File: src/rtl/mem_port_arbiter_if.sv
// Bus bundle between the fetch port, the load/store port, the shared memory
// and the arbiter that sits between them. The arbiter takes the slave view;
// whatever drives the requests and the memory read data takes the master view.
interface mem_port_arbiter_if #(
    parameter int AW = 32,
    parameter int DW = 32
);
    // Instruction-fetch port
    logic          if_req;
    logic [AW-1:0] if_addr;
    logic          if_gnt;
    logic          if_rvalid;
    logic [DW-1:0] if_rdata;

    // Load/store port
    logic          d_req;
    logic          d_we;
    logic [AW-1:0] d_addr;
    logic [DW-1:0] d_wdata;
    logic          d_gnt;
    logic          d_rvalid;
    logic [DW-1:0] d_rdata;

    // Shared single-port memory
    logic          mem_en;
    logic          mem_we;
    logic [AW-1:0] mem_addr;
    logic [DW-1:0] mem_wdata;
    logic [DW-1:0] mem_rdata;

    // Status
    logic          busy;

    modport slave (
        input  if_req, if_addr,
        output if_gnt, if_rvalid, if_rdata,
        input  d_req, d_we, d_addr, d_wdata,
        output d_gnt, d_rvalid, d_rdata,
        output mem_en, mem_we, mem_addr, mem_wdata,
        input  mem_rdata,
        output busy
    );

    modport master (
        output if_req, if_addr,
        input  if_gnt, if_rvalid, if_rdata,
        output d_req, d_we, d_addr, d_wdata,
        input  d_gnt, d_rvalid, d_rdata,
        input  mem_en, mem_we, mem_addr, mem_wdata,
        output mem_rdata,
        input  busy
    );
endinterface

File: src/rtl/mem_port_arbiter.sv
// Shares one single-port memory between the instruction-fetch port and the
// load/store port. One transaction is in flight at a time: it is issued for
// one cycle, waits MEM_LAT cycles for the memory, and the response is handed
// back to the requester that won. The data port normally wins; a saturating
// starvation counter forces a fetch grant after STARVE_MAX consecutive data
// wins that left a fetch waiting.
module mem_port_arbiter #(
    parameter int AW         = 32,
    parameter int DW         = 32,
    parameter int MEM_LAT    = 2,
    parameter int STARVE_MAX = 4
) (
    input  logic                   clk,
    input  logic                   reset,
    mem_port_arbiter_if.slave      bus
);

    localparam int WCW = $clog2(MEM_LAT + 1);
    localparam int SCW = $clog2(STARVE_MAX + 1);

    typedef enum logic [1:0] {
        IDLE  = 2'd0,
        ISSUE = 2'd1,
        WAIT  = 2'd2,
        RESP  = 2'd3
    } state_t;

    state_t         state;
    logic [WCW-1:0] wait_cnt;
    logic [SCW-1:0] starve_cnt;
    logic           win_d;
    logic           lat_we;
    logic           d_pick;

    // Saturating increment of the starvation counter.
    function automatic logic [SCW-1:0] starve_inc(input logic [SCW-1:0] cnt);
        if (cnt == SCW'(STARVE_MAX)) begin
            return cnt;
        end
        return cnt + SCW'(1);
    endfunction

    // Data port wins whenever it asks, unless fetch is waiting and has been
    // passed over STARVE_MAX times in a row.
    assign d_pick = bus.d_req && !(bus.if_req && (starve_cnt == SCW'(STARVE_MAX)));

    // Transaction FSM; every output is a register written here.
    always_ff @(posedge clk or negedge reset) begin
        if (!reset) begin
            state         <= IDLE;
            wait_cnt      <= '0;
            starve_cnt    <= '0;
            win_d         <= 1'b0;
            lat_we        <= 1'b0;
            bus.if_gnt    <= 1'b0;
            bus.if_rvalid <= 1'b0;
            bus.if_rdata  <= {DW{1'b0}};
            bus.d_gnt     <= 1'b0;
            bus.d_rvalid  <= 1'b0;
            bus.d_rdata   <= {DW{1'b0}};
            bus.mem_en    <= 1'b0;
            bus.mem_we    <= 1'b0;
            bus.mem_addr  <= {AW{1'b0}};
            bus.mem_wdata <= {DW{1'b0}};
            bus.busy      <= 1'b0;
        end else begin
            // Strobes are single-cycle pulses unless a state below raises them.
            bus.if_gnt    <= 1'b0;
            bus.d_gnt     <= 1'b0;
            bus.mem_en    <= 1'b0;
            bus.mem_we    <= 1'b0;
            bus.if_rvalid <= 1'b0;
            bus.d_rvalid  <= 1'b0;

            case (state)
                IDLE: begin
                    if (bus.if_req || bus.d_req) begin
                        state      <= ISSUE;
                        bus.busy   <= 1'b1;
                        bus.mem_en <= 1'b1;
                        if (d_pick) begin
                            win_d         <= 1'b1;
                            lat_we        <= bus.d_we;
                            bus.d_gnt     <= 1'b1;
                            bus.mem_we    <= bus.d_we;
                            bus.mem_addr  <= bus.d_addr;
                            bus.mem_wdata <= bus.d_wdata;
                            starve_cnt    <= bus.if_req ? starve_inc(starve_cnt) : '0;
                        end else begin
                            win_d         <= 1'b0;
                            lat_we        <= 1'b0;
                            bus.if_gnt    <= 1'b1;
                            bus.mem_addr  <= bus.if_addr;
                            bus.mem_wdata <= {DW{1'b0}};
                            starve_cnt    <= '0;
                        end
                    end
                end

                ISSUE: begin
                    wait_cnt <= WCW'(MEM_LAT);
                    state    <= WAIT;
                end

                WAIT: begin
                    if (wait_cnt == WCW'(1)) begin
                        // Memory data is valid in this last wait cycle.
                        wait_cnt <= '0;
                        state    <= RESP;
                        if (win_d) begin
                            bus.d_rvalid <= 1'b1;
                            bus.d_rdata  <= lat_we ? {DW{1'b0}} : bus.mem_rdata;
                        end else begin
                            bus.if_rvalid <= 1'b1;
                            bus.if_rdata  <= bus.mem_rdata;
                        end
                    end else begin
                        wait_cnt <= wait_cnt - WCW'(1);
                    end
                end

                RESP: begin
                    state    <= IDLE;
                    bus.busy <= 1'b0;
                end

                default: begin
                    state    <= IDLE;
                    bus.busy <= 1'b0;
                end
            endcase
        end
    end

endmodule

File: src/flat_wrapper.sv
// flat-port wrapper written by rule: the top's interface ports become plain ports
module mem_port_arbiter_flat 
#(
    parameter int AW         = 32,
    parameter int DW         = 32,
    parameter int MEM_LAT    = 2,
    parameter int STARVE_MAX = 4
)
  (clk, reset, bus_if_req, bus_if_addr, bus_if_gnt, bus_if_rvalid, bus_if_rdata, bus_d_req, bus_d_we, bus_d_addr, bus_d_wdata, bus_d_gnt, bus_d_rvalid, bus_d_rdata, bus_mem_en, bus_mem_we, bus_mem_addr, bus_mem_wdata, bus_mem_rdata, bus_busy);
  mem_port_arbiter_if #(.AW(AW), .DW(DW)) bus_i ();
  input  logic clk;
  input  logic reset;
  input wire logic [$bits(bus_i.if_req)-1:0] bus_if_req;
  input wire logic [$bits(bus_i.if_addr)-1:0] bus_if_addr;
  output wire logic [$bits(bus_i.if_gnt)-1:0] bus_if_gnt;
  output wire logic [$bits(bus_i.if_rvalid)-1:0] bus_if_rvalid;
  output wire logic [$bits(bus_i.if_rdata)-1:0] bus_if_rdata;
  input wire logic [$bits(bus_i.d_req)-1:0] bus_d_req;
  input wire logic [$bits(bus_i.d_we)-1:0] bus_d_we;
  input wire logic [$bits(bus_i.d_addr)-1:0] bus_d_addr;
  input wire logic [$bits(bus_i.d_wdata)-1:0] bus_d_wdata;
  output wire logic [$bits(bus_i.d_gnt)-1:0] bus_d_gnt;
  output wire logic [$bits(bus_i.d_rvalid)-1:0] bus_d_rvalid;
  output wire logic [$bits(bus_i.d_rdata)-1:0] bus_d_rdata;
  output wire logic [$bits(bus_i.mem_en)-1:0] bus_mem_en;
  output wire logic [$bits(bus_i.mem_we)-1:0] bus_mem_we;
  output wire logic [$bits(bus_i.mem_addr)-1:0] bus_mem_addr;
  output wire logic [$bits(bus_i.mem_wdata)-1:0] bus_mem_wdata;
  input wire logic [$bits(bus_i.mem_rdata)-1:0] bus_mem_rdata;
  output wire logic [$bits(bus_i.busy)-1:0] bus_busy;
  assign bus_i.if_req = bus_if_req;
  assign bus_i.if_addr = bus_if_addr;
  assign bus_if_gnt = bus_i.if_gnt;
  assign bus_if_rvalid = bus_i.if_rvalid;
  assign bus_if_rdata = bus_i.if_rdata;
  assign bus_i.d_req = bus_d_req;
  assign bus_i.d_we = bus_d_we;
  assign bus_i.d_addr = bus_d_addr;
  assign bus_i.d_wdata = bus_d_wdata;
  assign bus_d_gnt = bus_i.d_gnt;
  assign bus_d_rvalid = bus_i.d_rvalid;
  assign bus_d_rdata = bus_i.d_rdata;
  assign bus_mem_en = bus_i.mem_en;
  assign bus_mem_we = bus_i.mem_we;
  assign bus_mem_addr = bus_i.mem_addr;
  assign bus_mem_wdata = bus_i.mem_wdata;
  assign bus_i.mem_rdata = bus_mem_rdata;
  assign bus_busy = bus_i.busy;
  mem_port_arbiter #(.AW(AW), .DW(DW), .MEM_LAT(MEM_LAT), .STARVE_MAX(STARVE_MAX)) u_core (.clk(clk), .reset(reset), .bus(bus_i));
endmodule
File: config.mk
export PLATFORM = sky130hd
export DESIGN_NAME = mem_port_arbiter_flat
export DESIGN_NICKNAME = d
export VERILOG_FILES = /design/src/rtl/mem_port_arbiter_if.sv /design/src/rtl/mem_port_arbiter.sv /design/src/flat_wrapper.sv
export SDC_FILE = /design/constraint.sdc
export NUM_CORES = 1
export LEC_CHECK = 0
export BUFFER_PORTS_ARGS = -buffer_cell sky130_fd_sc_hd__buf_2
export CAP_MARGIN = 15
export CORE_MARGIN = 5
export CORE_UTILIZATION = 35
export DETAILED_ROUTE_END_ITERATION = 10
export GPL_ROUTABILITY_DRIVEN = 0
export PLACE_DENSITY = 0.65
export SLEW_MARGIN = 10
export SYNTH_ARGS = -nofsm -noshare
export SYNTH_HDL_FRONTEND = slang
export SYNTH_SLANG_ARGS = --single-unit
export TNS_END_PERCENT = 50
File: constraint.sdc
create_clock -name clk -period 1.5 [get_ports clk]
set_input_delay 0.225 -clock clk [delete_from_list [all_inputs] [get_ports clk]]
set_output_delay 0.225 -clock clk [all_outputs]
set_load 0.02 [all_outputs]
==> report_table.html, run 1 <==
<table>
<tr><th>Metric</th><th>Value</th></tr>
<tr><th colspan="2">Worst setup path</th></tr>
<tr><td>Kind of end point of the critical path</td><td>flip-flop</td></tr>
<tr><td>Data arrival, critical path</td><td>1810 ps</td></tr>
<tr><td>Maximum net fanout on the critical path</td><td>9</td></tr>
<tr><td>Worst R2R Setup Slack</td><td>-20 ps</td></tr>
<tr><td>Reg-to-reg critical path startpoint</td><td>u_core.state[0]</td></tr>
<tr><td>Required @ worst endpoint</td><td>1790 ps</td></tr>
<tr><td>End of the worst register-to-register path</td><td>u_core.bus.mem_addr[31]</td></tr>
<tr><td>Critical Path Source Type</td><td>flip-flop</td></tr>
<tr><td>Number of cells on the worst reg-to-reg path</td><td>6</td></tr>
<tr><td>Type of the worst setup path</td><td>reg2reg</td></tr>
<tr><th colspan="2">Power and ir drop</th></tr>
<tr><td>Switch Pwr</td><td>7.41 mW</td></tr>
<tr><td>Leakage power figure</td><td>4.24 nW</td></tr>
<tr><td>Logic pwr share</td><td>0.442</td></tr>
<tr><td>Internal</td><td>11.8 mW</td></tr>
<tr><td>Fraction of power spent switching nets</td><td>0.385</td></tr>
<tr><td>Portion of total power attributed to the clock network</td><td>0.210</td></tr>
<tr><td>Power share of the sequential group</td><td>0.349</td></tr>
<tr><td>Total power divided by cell area</td><td>2310 mW/mm^2</td></tr>
<tr><td>Highest ir drop seen on vdd</td><td>0.967 mV</td></tr>
<tr><th colspan="2">GRT</th></tr>
<tr><td>Wire length of the first global-routing pass</td><td>25.2 mm</td></tr>
<tr><td>All-layer global routing usage</td><td>0.171</td></tr>
<tr><td>Pin count of the biggest net entering global routing</td><td>66</td></tr>
<tr><td>Global-route congestion overflow total</td><td>0</td></tr>
<tr><td>Vias in the first global route</td><td>4918</td></tr>
<tr><td>Number of antenna violations at the first check in global routing</td><td>1</td></tr>
<tr><th colspan="2">Clock tree</th></tr>
<tr><td>Clock buffers created by TritonCTS</td><td>17</td></tr>
<tr><td>Count of H-tree levels built during CTS</td><td>4</td></tr>
<tr><td>CTS tree</td><td>yes</td></tr>
<tr><td>Cell chosen for the clock root</td><td>sky130_fd_sc_hd__clkbuf_16</td></tr>
<tr><td>Clock Pin Slew Worst Setup and Hold Paths</td><td>60 ps</td></tr>
<tr><td>Clock buffer depth</td><td>2</td></tr>
<tr><td># clock sinks</td><td>144</td></tr>
<tr><td>Clock network latency to the later pin of the worst-skew pair</td><td>410 ps</td></tr>
<tr><th colspan="2">Floorplanning</th></tr>
<tr><td>Core region area</td><td>0.0159 sq mm</td></tr>
<tr><td>Die area</td><td>0.0189 sq mm</td></tr>
<tr><td>Site Rows</td><td>46</td></tr>
<tr><td>Starting density of the core</td><td>0.357</td></tr>
<tr><td>Die span in y</td><td>138 microns</td></tr>
<tr><td>Die X-Extent</td><td>138 microns</td></tr>
<tr><td>Ports</td><td>268</td></tr>
<tr><th colspan="2">Detailed routing</th></tr>
<tr><td>Routed wirelength normalized by instance count</td><td>17.2 microns</td></tr>
<tr><td>Number of vias per cell</td><td>4.85</td></tr>
<tr><td>Detailed-route DRC error count</td><td>0</td></tr>
<tr><td>1st-iter DRT viols</td><td>176</td></tr>
<tr><td>Count of antenna-violating nets left after detailed routing</td><td>0</td></tr>
<tr><td>Iteration count of the initial detailed-routing pass</td><td>4</td></tr>
<tr><td>Vias after detailed routing</td><td>4684</td></tr>
<tr><td>Total wirelength of the detailed-routed design</td><td>16.6 mm</td></tr>
<tr><th colspan="2">Final layout</th></tr>
<tr><td>Diode count</td><td>0</td></tr>
<tr><td>Commonest cells after routing, fill and taps aside</td><td>266 x sky130_fd_sc_hd__buf_2, 144 x sky130_fd_sc_hd__dfrtp_1, 34 x sky130_fd_sc_hd__nand2_1</td></tr>
<tr><td>Number of inserted filler cells in the final layout</td><td>1405</td></tr>
<tr><td>Share of post-route cells with drive strength above 1</td><td>0.505</td></tr>
<tr><td>Share of the core filled with cells in the final layout</td><td>0.522</td></tr>
<tr><td>Net total in the final layout</td><td>876</td></tr>
<tr><td>Commonest non-fill, non-tap cell in the layout</td><td>sky130_fd_sc_hd__buf_2</td></tr>
<tr><td>Signed area change from the synthesized netlist to the final layout</td><td>46.3%</td></tr>
<tr><th colspan="2">STA</th></tr>
<tr><td>Number of endpoints failing setup at the final stage</td><td>17</td></tr>
<tr><td>Remaining max-slew budget at the tightest pin</td><td>0.407</td></tr>
<tr><td>Setup WS post-layout</td><td>-24.2 ps</td></tr>
<tr><td>Post-route clock skew</td><td>7.20 ps</td></tr>
<tr><td>Final hold vios</td><td>0</td></tr>
<tr><td>Unrepaired setup endpoints after global routing</td><td>yes</td></tr>
<tr><td>Clock period minus worst slack</td><td>1520 ps</td></tr>
<tr><td>Part of the cycle the worst path needs</td><td>1.02</td></tr>
<tr><td>Final Max Tran Viols</td><td>0</td></tr>
<tr><td>Highest clock frequency the design can meet</td><td>0.656 GHz</td></tr>
<tr><td>Total negative slack for setup checks</td><td>-168 ps</td></tr>
<tr><td>Slew at the pin with the worst max-slew slack</td><td>889 ps</td></tr>
<tr><th colspan="2">Placed design</th></tr>
<tr><td>Half-perimeter wire length after placement</td><td>11.6 mm</td></tr>
<tr><td>Input/output buffers</td><td>267</td></tr>
<tr><th colspan="2">Synthesis</th></tr>
<tr><td>Unique cell type count in the Yosys netlist</td><td>26</td></tr>
<tr><td>Number of flops mapped to enable cells by yosys</td><td>0</td></tr>
<tr><td>Flops &amp; latches, synth</td><td>144</td></tr>
<tr><td>Post-Synthesis Cells</td><td>445</td></tr>
<tr><td>Average size of a mapped cell</td><td>12.8 sq um</td></tr>
<tr><td>Asr flop ratio synth</td><td>1.00</td></tr>
<tr><td>Post-synth design cell area</td><td>0.00569 sq mm</td></tr>
<tr><td>Sequential-to-total area share from yosys stat</td><td>0.633</td></tr>
<tr><td>Net count after synthesis</td><td>584</td></tr>
<tr><td>Synth warn</td><td>0</td></tr>
<tr><td>Predominant post-synthesis flop cell</td><td>sky130_fd_sc_hd__dfrtp_1</td></tr>
<tr><th colspan="2">Min path</th></tr>
<tr><td>Worst hold path cell count</td><td>2</td></tr>
<tr><td>Classification of the worst-slack hold path</td><td>in2reg</td></tr>
<tr><td>Origin of the worst min-delay path</td><td>bus_d_wdata[4]</td></tr>
<tr><td>Min-Delay Endpoint</td><td>u_core.bus.mem_wdata[4]</td></tr>
<tr><th colspan="2">Job</th></tr>
<tr><td>Max Cap Viol</td><td>0</td></tr>
<tr><th colspan="2">Run status</th></tr>
<tr><td>Outcome</td><td>finished, violations left</td></tr>
<tr><td>Failing checks</td><td>setup timing</td></tr>
</table>
==> area by class of cell <==
type | count | area, sq um | area share
Clock buffer | 21 | 470 | 0.0565
Clock inverter | 11 | 104 | 0.0125
Inverter | 10 | 37.5 | 0.00451
Multi-Input combinational cell | 263 | 2030 | 0.243
Sequential cell | 144 | 3600 | 0.433
Tap cell | 216 | 270 | 0.0324
Timing Repair Buffer | 301 | 1820 | 0.218
==> logic make-up (layout without fill, tap and decap cells) <==
group	count (synthesis)	in the layout	synth area share
AOI/OAI and AO/OA	111	114	0.154
adders and majority gates	6	6	0.0132
buffers and inverters	41	343	0.0310
DFF	144	144	0.633
muxes	33	33	0.0653
and+or+nand+nor	110	110	0.104
==> worst max-delay path by stage <==
| stage | to | from | slack (ps) |
|---|---|---|---|
| finish | u_core.bus.mem_addr[31] | u_core.state[0] | -20 |
| global route | u_core.bus.mem_addr[0] | u_core.state[1] | -80 |
| CTS | u_core.bus.mem_wdata[21] | u_core.state[1] | -30 |
| detailed placement | u_core.bus.mem_wdata[21] | u_core.state[0] | -140 |
| global placement | u_core.lat_we | u_core.state[0] | -50 |
| floorplan | u_core.bus.if_rdata[10] | u_core.state[0] | -10 |
==> cells in the mapped netlist (all sizes together), types with 6 or more instances <==
cell type | n | area, sq um
ha | 6 | 75.1
dfrtp | 144 | 3600
mux2 | 33 | 372
a221o | 32 | 320
o21ai | 38 | 194
nand2b | 33 | 206
clkbuf | 13 | 48.8
inv | 10 | 37.5
and2 | 33 | 206
nand2 | 35 | 131
buf | 18 | 90.1
a22o | 33 | 289
==> metal layers <==
| metal | vias up | global-route usage | share of wire |
|---|---|---|---|
| li1 | 2179 | - | - |
| met3 | 24 | 0.0533 | 0.087 |
| met1 | 2260 | 0.225 | 0.42 |
| met4 | 2 | 0.0527 | 0.016 |
| met2 | 219 | 0.271 | 0.47 |
| met5 | - | 0 | 0.00078 |
==> power groups by stage <==
stage,clock network (mW),logic (mW),registers [mW]
floorplan,0,2.83,8.62
global placement,0,7.56,6.70
detailed placement,0,7.80,6.71
CTS,4.14,8.39,6.72
global route,4.32,9.16,6.92
finish,4.04,8.50,6.71
==> flip-flops by register name, summed over array words and instances, names as in the netlist <==
register and count:
u_core.state 2, u_core.starve_cnt 3, u_core.bus.if_rdata 32, u_core.bus.mem_addr 32, u_core.win_d 1, u_core.bus.mem_en 1
u_core.bus.d_gnt 1, u_core.bus.mem_wdata 32, u_core.bus.d_rvalid 1, u_core.wait_cnt 2, u_core.bus.if_rvalid 1, u_core.bus.d_rdata 32
u_core.bus.if_gnt 1, u_core.lat_we 1, u_core.bus.mem_we 1, u_core.bus.busy 1
==> worst max-delay path: stages (launching register included) <==
cell and delay (ps):
sky130_fd_sc_hd__dfrtp_1 390, sky130_fd_sc_hd__inv_2 90, sky130_fd_sc_hd__ha_4 190, sky130_fd_sc_hd__buf_6 130
sky130_fd_sc_hd__o21ai_4 130, sky130_fd_sc_hd__and2_1 200, sky130_fd_sc_hd__a221o_1 260
==> per-stage QoR <==
stage                     hold WS (ps)  std cells  worst slack (ps)  cell area, sq um  total power [mW]
after floorplan                  -70.6        445             -10.9              5690              11.5
after global placement             155        917             -49.9              7410              14.3
after detailed placement           166        917              -141              7410              14.5
after CTS                         3.43        964             -28.8              8250              19.2
after global routing              5.29        966             -80.9              8330              20.4
final                             26.6        966             -24.2              8330              19.3
==> repair_timing <==
item                       CTS  global route
setup endpoints to repair  104           108
hold buffers                 1             0
gates resized for setup     20            12
setup buffers                9             0
hold endpoints to repair    35             0
pin swaps                   18            34
cloned                       5             2
Power figures use the tool's default switching activity.
==> inputs of run 2 (changes only) <==
--- a/config.mk
+++ b/config.mk
@@ -13,3 +13,3 @@
 export GPL_ROUTABILITY_DRIVEN = 0
-export PLACE_DENSITY = 0.65
+export PLACE_DENSITY = 0.71
 export SLEW_MARGIN = 10
==> constraint.sdc (replaced) <==
create_clock -name clk -period 1.5 [get_ports clk]
set_input_delay 0.375 -clock clk [delete_from_list [all_inputs] [get_ports clk]]
set_output_delay 0.375 -clock clk [all_outputs]
set_load 0.02 [all_outputs]
==> run 2 against run 1 <==
Non-clock buffer count increased by 4. Clock-buffer cell count decreased by 1. Cell area increased by 0.35%. Global-route usage decreased by 0.44 points. Clock power decreased by 1%. First-iteration DRC count decreased by 4.5%. Critical path type unchanged. Flip-flop and latch count unchanged. The flow still finishes with violations (setup timing). Register-to-register slack about the same. Sequential share of layout area decreased by 0.13 points.
==> report_table.html, run 2 (synthesis results as in run 1) <==
<table>
<tr><th>Metric</th><th>Value</th></tr>
<tr><th colspan="2">Run status</th></tr>
<tr><td>Outcome</td><td>finished, violations left</td></tr>
<tr><td>Failing checks</td><td>setup timing</td></tr>
<tr><th colspan="2">Floorplanning</th></tr>
<tr><td>Ports</td><td>268 (unchanged)</td></tr>
<tr><td>Starting density of the core</td><td>0.357 (unchanged)</td></tr>
<tr><td>Core region area</td><td>0.0159 sq mm (unchanged)</td></tr>
<tr><td>Die span in y</td><td>138 microns (unchanged)</td></tr>
<tr><td>Die X-Extent</td><td>138 microns (unchanged)</td></tr>
<tr><td>Die area</td><td>0.0189 sq mm (unchanged)</td></tr>
<tr><td>Site Rows</td><td>46 (unchanged)</td></tr>
<tr><th colspan="2">STA</th></tr>
<tr><td>Setup WS post-layout</td><td>-18.0 ps (+6.21 ps)</td></tr>
<tr><td>Total negative slack for setup checks</td><td>-159 ps (+9.51 ps)</td></tr>
<tr><td>Number of endpoints failing setup at the final stage</td><td>12 (-5)</td></tr>
<tr><td>Unrepaired setup endpoints after global routing</td><td>yes</td></tr>
<tr><td>Slew at the pin with the worst max-slew slack</td><td>287 ps (-602 ps)</td></tr>
<tr><td>Highest clock frequency the design can meet</td><td>0.659 GHz (+0.41%)</td></tr>
<tr><td>Remaining max-slew budget at the tightest pin</td><td>0.808 (+0.401)</td></tr>
<tr><td>Final hold vios</td><td>0 (unchanged)</td></tr>
<tr><td>Post-route clock skew</td><td>5.10 ps (-2.10 ps)</td></tr>
<tr><td>Part of the cycle the worst path needs</td><td>1.01 (-0.00414)</td></tr>
<tr><td>Final Max Tran Viols</td><td>0 (unchanged)</td></tr>
<tr><td>Clock period minus worst slack</td><td>1520 ps (-6.21 ps)</td></tr>
<tr><th colspan="2">Worst setup path</th></tr>
<tr><td>Maximum net fanout on the critical path</td><td>8 (-1)</td></tr>
<tr><td>Type of the worst setup path</td><td>reg2reg</td></tr>
<tr><td>Slowest Stage Delay on Critical Path</td><td>430 ps (+40 ps)</td></tr>
<tr><td>Crit path cell chain</td><td>ha_4 &gt; nand3b_1 &gt; buf_6 &gt; clkbuf_16 &gt; mux2_2</td></tr>
<tr><td>Cell with the biggest individual delay on the critical path</td><td>sky130_fd_sc_hd__dfrtp_2</td></tr>
<tr><td>Critical Path Source Type</td><td>flip-flop</td></tr>
<tr><td>Cell family with the largest share of critical-path delay</td><td>flip-flops</td></tr>
<tr><td>Reg-to-reg critical path startpoint</td><td>u_core.state[1]</td></tr>
<tr><td>Kind of end point of the critical path</td><td>flip-flop</td></tr>
<tr><td>Data arrival, critical path</td><td>1810 ps (about the same)</td></tr>
<tr><td>Start point of the critical path</td><td>u_core.state[1]</td></tr>
<tr><td>Required @ worst endpoint</td><td>1800 ps (about the same)</td></tr>
<tr><td>Worst path bufs/invs</td><td>2 (unchanged)</td></tr>
<tr><th colspan="2">Power and ir drop</th></tr>
<tr><td>Switch Pwr</td><td>7.35 mW (-0.84%)</td></tr>
<tr><td>Fraction of power spent switching nets</td><td>0.385 (about the same)</td></tr>
<tr><td>Leakage power figure</td><td>4.27 nW (+0.82%)</td></tr>
<tr><td>Logic pwr share</td><td>0.446 (+0.004)</td></tr>
<tr><td>Total power divided by cell area</td><td>2280 mW/mm^2 (-1.2%)</td></tr>
<tr><td>Portion of total power attributed to the clock network</td><td>0.209 (about the same)</td></tr>
<tr><td>Highest ir drop seen on vdd</td><td>1.06 mV (+9.3%)</td></tr>
<tr><td>Power share of the sequential group</td><td>0.345 (-0.004)</td></tr>
<tr><td>Internal</td><td>11.7 mW (-0.81%)</td></tr>
<tr><th colspan="2">Final layout</th></tr>
<tr><td>Share of the core filled with cells in the final layout</td><td>0.524 (+0.00181)</td></tr>
<tr><td>Share of post-route cells with drive strength above 1</td><td>0.517 (+0.0113)</td></tr>
<tr><td>Signed area change from the synthesized netlist to the final layout</td><td>46.8%</td></tr>
<tr><td>Net total in the final layout</td><td>877 (+0.11%)</td></tr>
<tr><td>Commonest cells after routing, fill and taps aside</td><td>266 x sky130_fd_sc_hd__buf_2, 143 x sky130_fd_sc_hd__dfrtp_1</td></tr>
<tr><td>Commonest non-fill, non-tap cell in the layout</td><td>sky130_fd_sc_hd__buf_2</td></tr>
<tr><td>Post-route design area</td><td>0.00836 sq mm (+0.35%)</td></tr>
<tr><td>Diode count</td><td>0 (unchanged)</td></tr>
<tr><th colspan="2">Detailed routing</th></tr>
<tr><td>Total wirelength of the detailed-routed design</td><td>16.5 mm (-0.67%)</td></tr>
<tr><td>Detailed-route DRC error count</td><td>0 (unchanged)</td></tr>
<tr><td>Iteration count of the initial detailed-routing pass</td><td>7 (+3)</td></tr>
<tr><td>1st-iter DRT viols</td><td>168 (-4.5%)</td></tr>
<tr><td>Number of vias per cell</td><td>4.84 (-0.12%)</td></tr>
<tr><td>Vias after detailed routing</td><td>4683 (-0.021%)</td></tr>
<tr><td>Routed wirelength normalized by instance count</td><td>17.1 microns (-0.77%)</td></tr>
<tr><td>Count of antenna-violating nets left after detailed routing</td><td>0 (unchanged)</td></tr>
<tr><th colspan="2">Min path</th></tr>
<tr><td>Classification of the worst-slack hold path</td><td>in2reg</td></tr>
<tr><td>Origin of the worst min-delay path</td><td>bus_d_wdata[21]</td></tr>
<tr><th colspan="2">Placed design</th></tr>
<tr><td>Input/output buffers</td><td>267 (unchanged)</td></tr>
<tr><td>Setup slack at placement</td><td>-101 ps (+39.4 ps)</td></tr>
<tr><td>Half-perimeter wire length after placement</td><td>11.1 mm (-3.9%)</td></tr>
<tr><td>Cell Area, Placed</td><td>0.00746 sq mm (+0.61%)</td></tr>
<tr><th colspan="2">GRT</th></tr>
<tr><td>Vias in the first global route</td><td>4728 (-3.9%)</td></tr>
<tr><td>Pin count of the biggest net entering global routing</td><td>49 (-26%)</td></tr>
<tr><td>Number of antenna violations at the first check in global routing</td><td>0 (-1)</td></tr>
<tr><td>Global-route congestion overflow total</td><td>0 (unchanged)</td></tr>
<tr><td>Wire length of the first global-routing pass</td><td>24.3 mm (-3.4%)</td></tr>
<tr><td>All-layer global routing usage</td><td>0.167 (-0.00445)</td></tr>
<tr><th colspan="2">Clock tree</th></tr>
<tr><td>Clock network latency to the later pin of the worst-skew pair</td><td>420 ps (about the same)</td></tr>
<tr><td>Clock buffer depth</td><td>2 (unchanged)</td></tr>
<tr><td>Clock Pin Slew Worst Setup and Hold Paths</td><td>60 ps (about the same)</td></tr>
<tr><td># clock sinks</td><td>144 (unchanged)</td></tr>
<tr><td>Cell chosen for the clock root</td><td>sky130_fd_sc_hd__clkbuf_16</td></tr>
<tr><td>Count of H-tree levels built during CTS</td><td>4 (unchanged)</td></tr>
<tr><td>Clock buffers created by TritonCTS</td><td>17 (unchanged)</td></tr>
<tr><td>CTS tree</td><td>yes</td></tr>
<tr><th colspan="2">Job</th></tr>
<tr><td>Max Cap Viol</td><td>0 (unchanged)</td></tr>
</table>
[run 2: cell types whose count changed in the layout (fill, tap and decap cells not counted), moves of 2 or more]
cell,previous run,this run
sky130_fd_sc_hd__mux2_4,2,0
sky130_fd_sc_hd__and2_4,0,6
sky130_fd_sc_hd__clkbuf_8,3,1
sky130_fd_sc_hd__mux2_2,31,33
sky130_fd_sc_hd__clkinv_4,3,1
sky130_fd_sc_hd__o21ai_4,4,1
sky130_fd_sc_hd__buf_6,3,7
sky130_fd_sc_hd__clkinvlp_4,2,4
sky130_fd_sc_hd__clkbuf_16,18,21
sky130_fd_sc_hd__and2_0,27,15
sky130_fd_sc_hd__and2_1,6,12
[run 2: path summary, 6_finish.rpt]
| path | slack, ps | endpoint | cells past startpoint |
|---|---|---|---|
| max in group asynchronous | 650 | u_core.state[1] | 3 |
| min reg2reg | 470 | u_core.bus.d_rdata[10] | 2 |
| max | -20 | u_core.bus.if_rdata[24] | 5 |
| min | 170 | u_core.bus.mem_wdata[21] | 2 |
| max reg2reg | -20 | u_core.bus.if_rdata[24] | 5 |
| min in group asynchronous | 360 | u_core.bus.if_rdata[5] | 2 |
[run 2: final cells by class]
| cell class | count | area (sq um) |
|---|---|---|
| clock buffer | 20 | 447 |
| timing repair buffer | 305 | 1890 |
| multi-input combinational | 260 | 2000 |
| fill | 1417 | 7580 |
| inverter | 10 | 37.5 |
| tap | 216 | 270 |
| sequential | 144 | 3600 |
| clock inverter | 12 | 110 |
[run 2: layer usage]
layer,part of all wire,GRT usage,vias to the layer above
met5,0,0,-
met1,0.39,0.204,2245
met3,0.10,0.0643,21
met2,0.49,0.273,242
li1,-,-,2175
met4,0.013,0.0488,0
[run 2: power by group through the flow]
stage	Combinational, mW	Clock [mW]	Sequential, mW
finish	8.52	3.98	6.59
floorplan	2.83	0	8.62
detailed placement	8.00	0	6.59
global placement	7.79	0	6.60
CTS	8.36	4.09	6.59
global route	9.20	4.27	6.81
[run 2: what timing repair did]
item / CTS / global route
setup endpoints to repair: 102 / 103
pin swaps: 22 / 18
buffers inserted: 5 / 4
hold endpoints to repair: 13 / 0
cloned: 3 / 5
hold buffers: 1 / 0
gates resized for setup: 18 / 27
[run 2: metrics by stage]
| stage | cells | total power, mW | hold slack [ps] |
|---|---|---|---|
| floorplan | 445 | 11.5 | 79.4 |
| global placement | 918 | 14.4 | 223 |
| detailed placement | 918 | 14.6 | 222 |
| CTS | 959 | 19.0 | 148 |
| global route | 967 | 20.3 | 146 |
| finish | 967 | 19.1 | 171 |
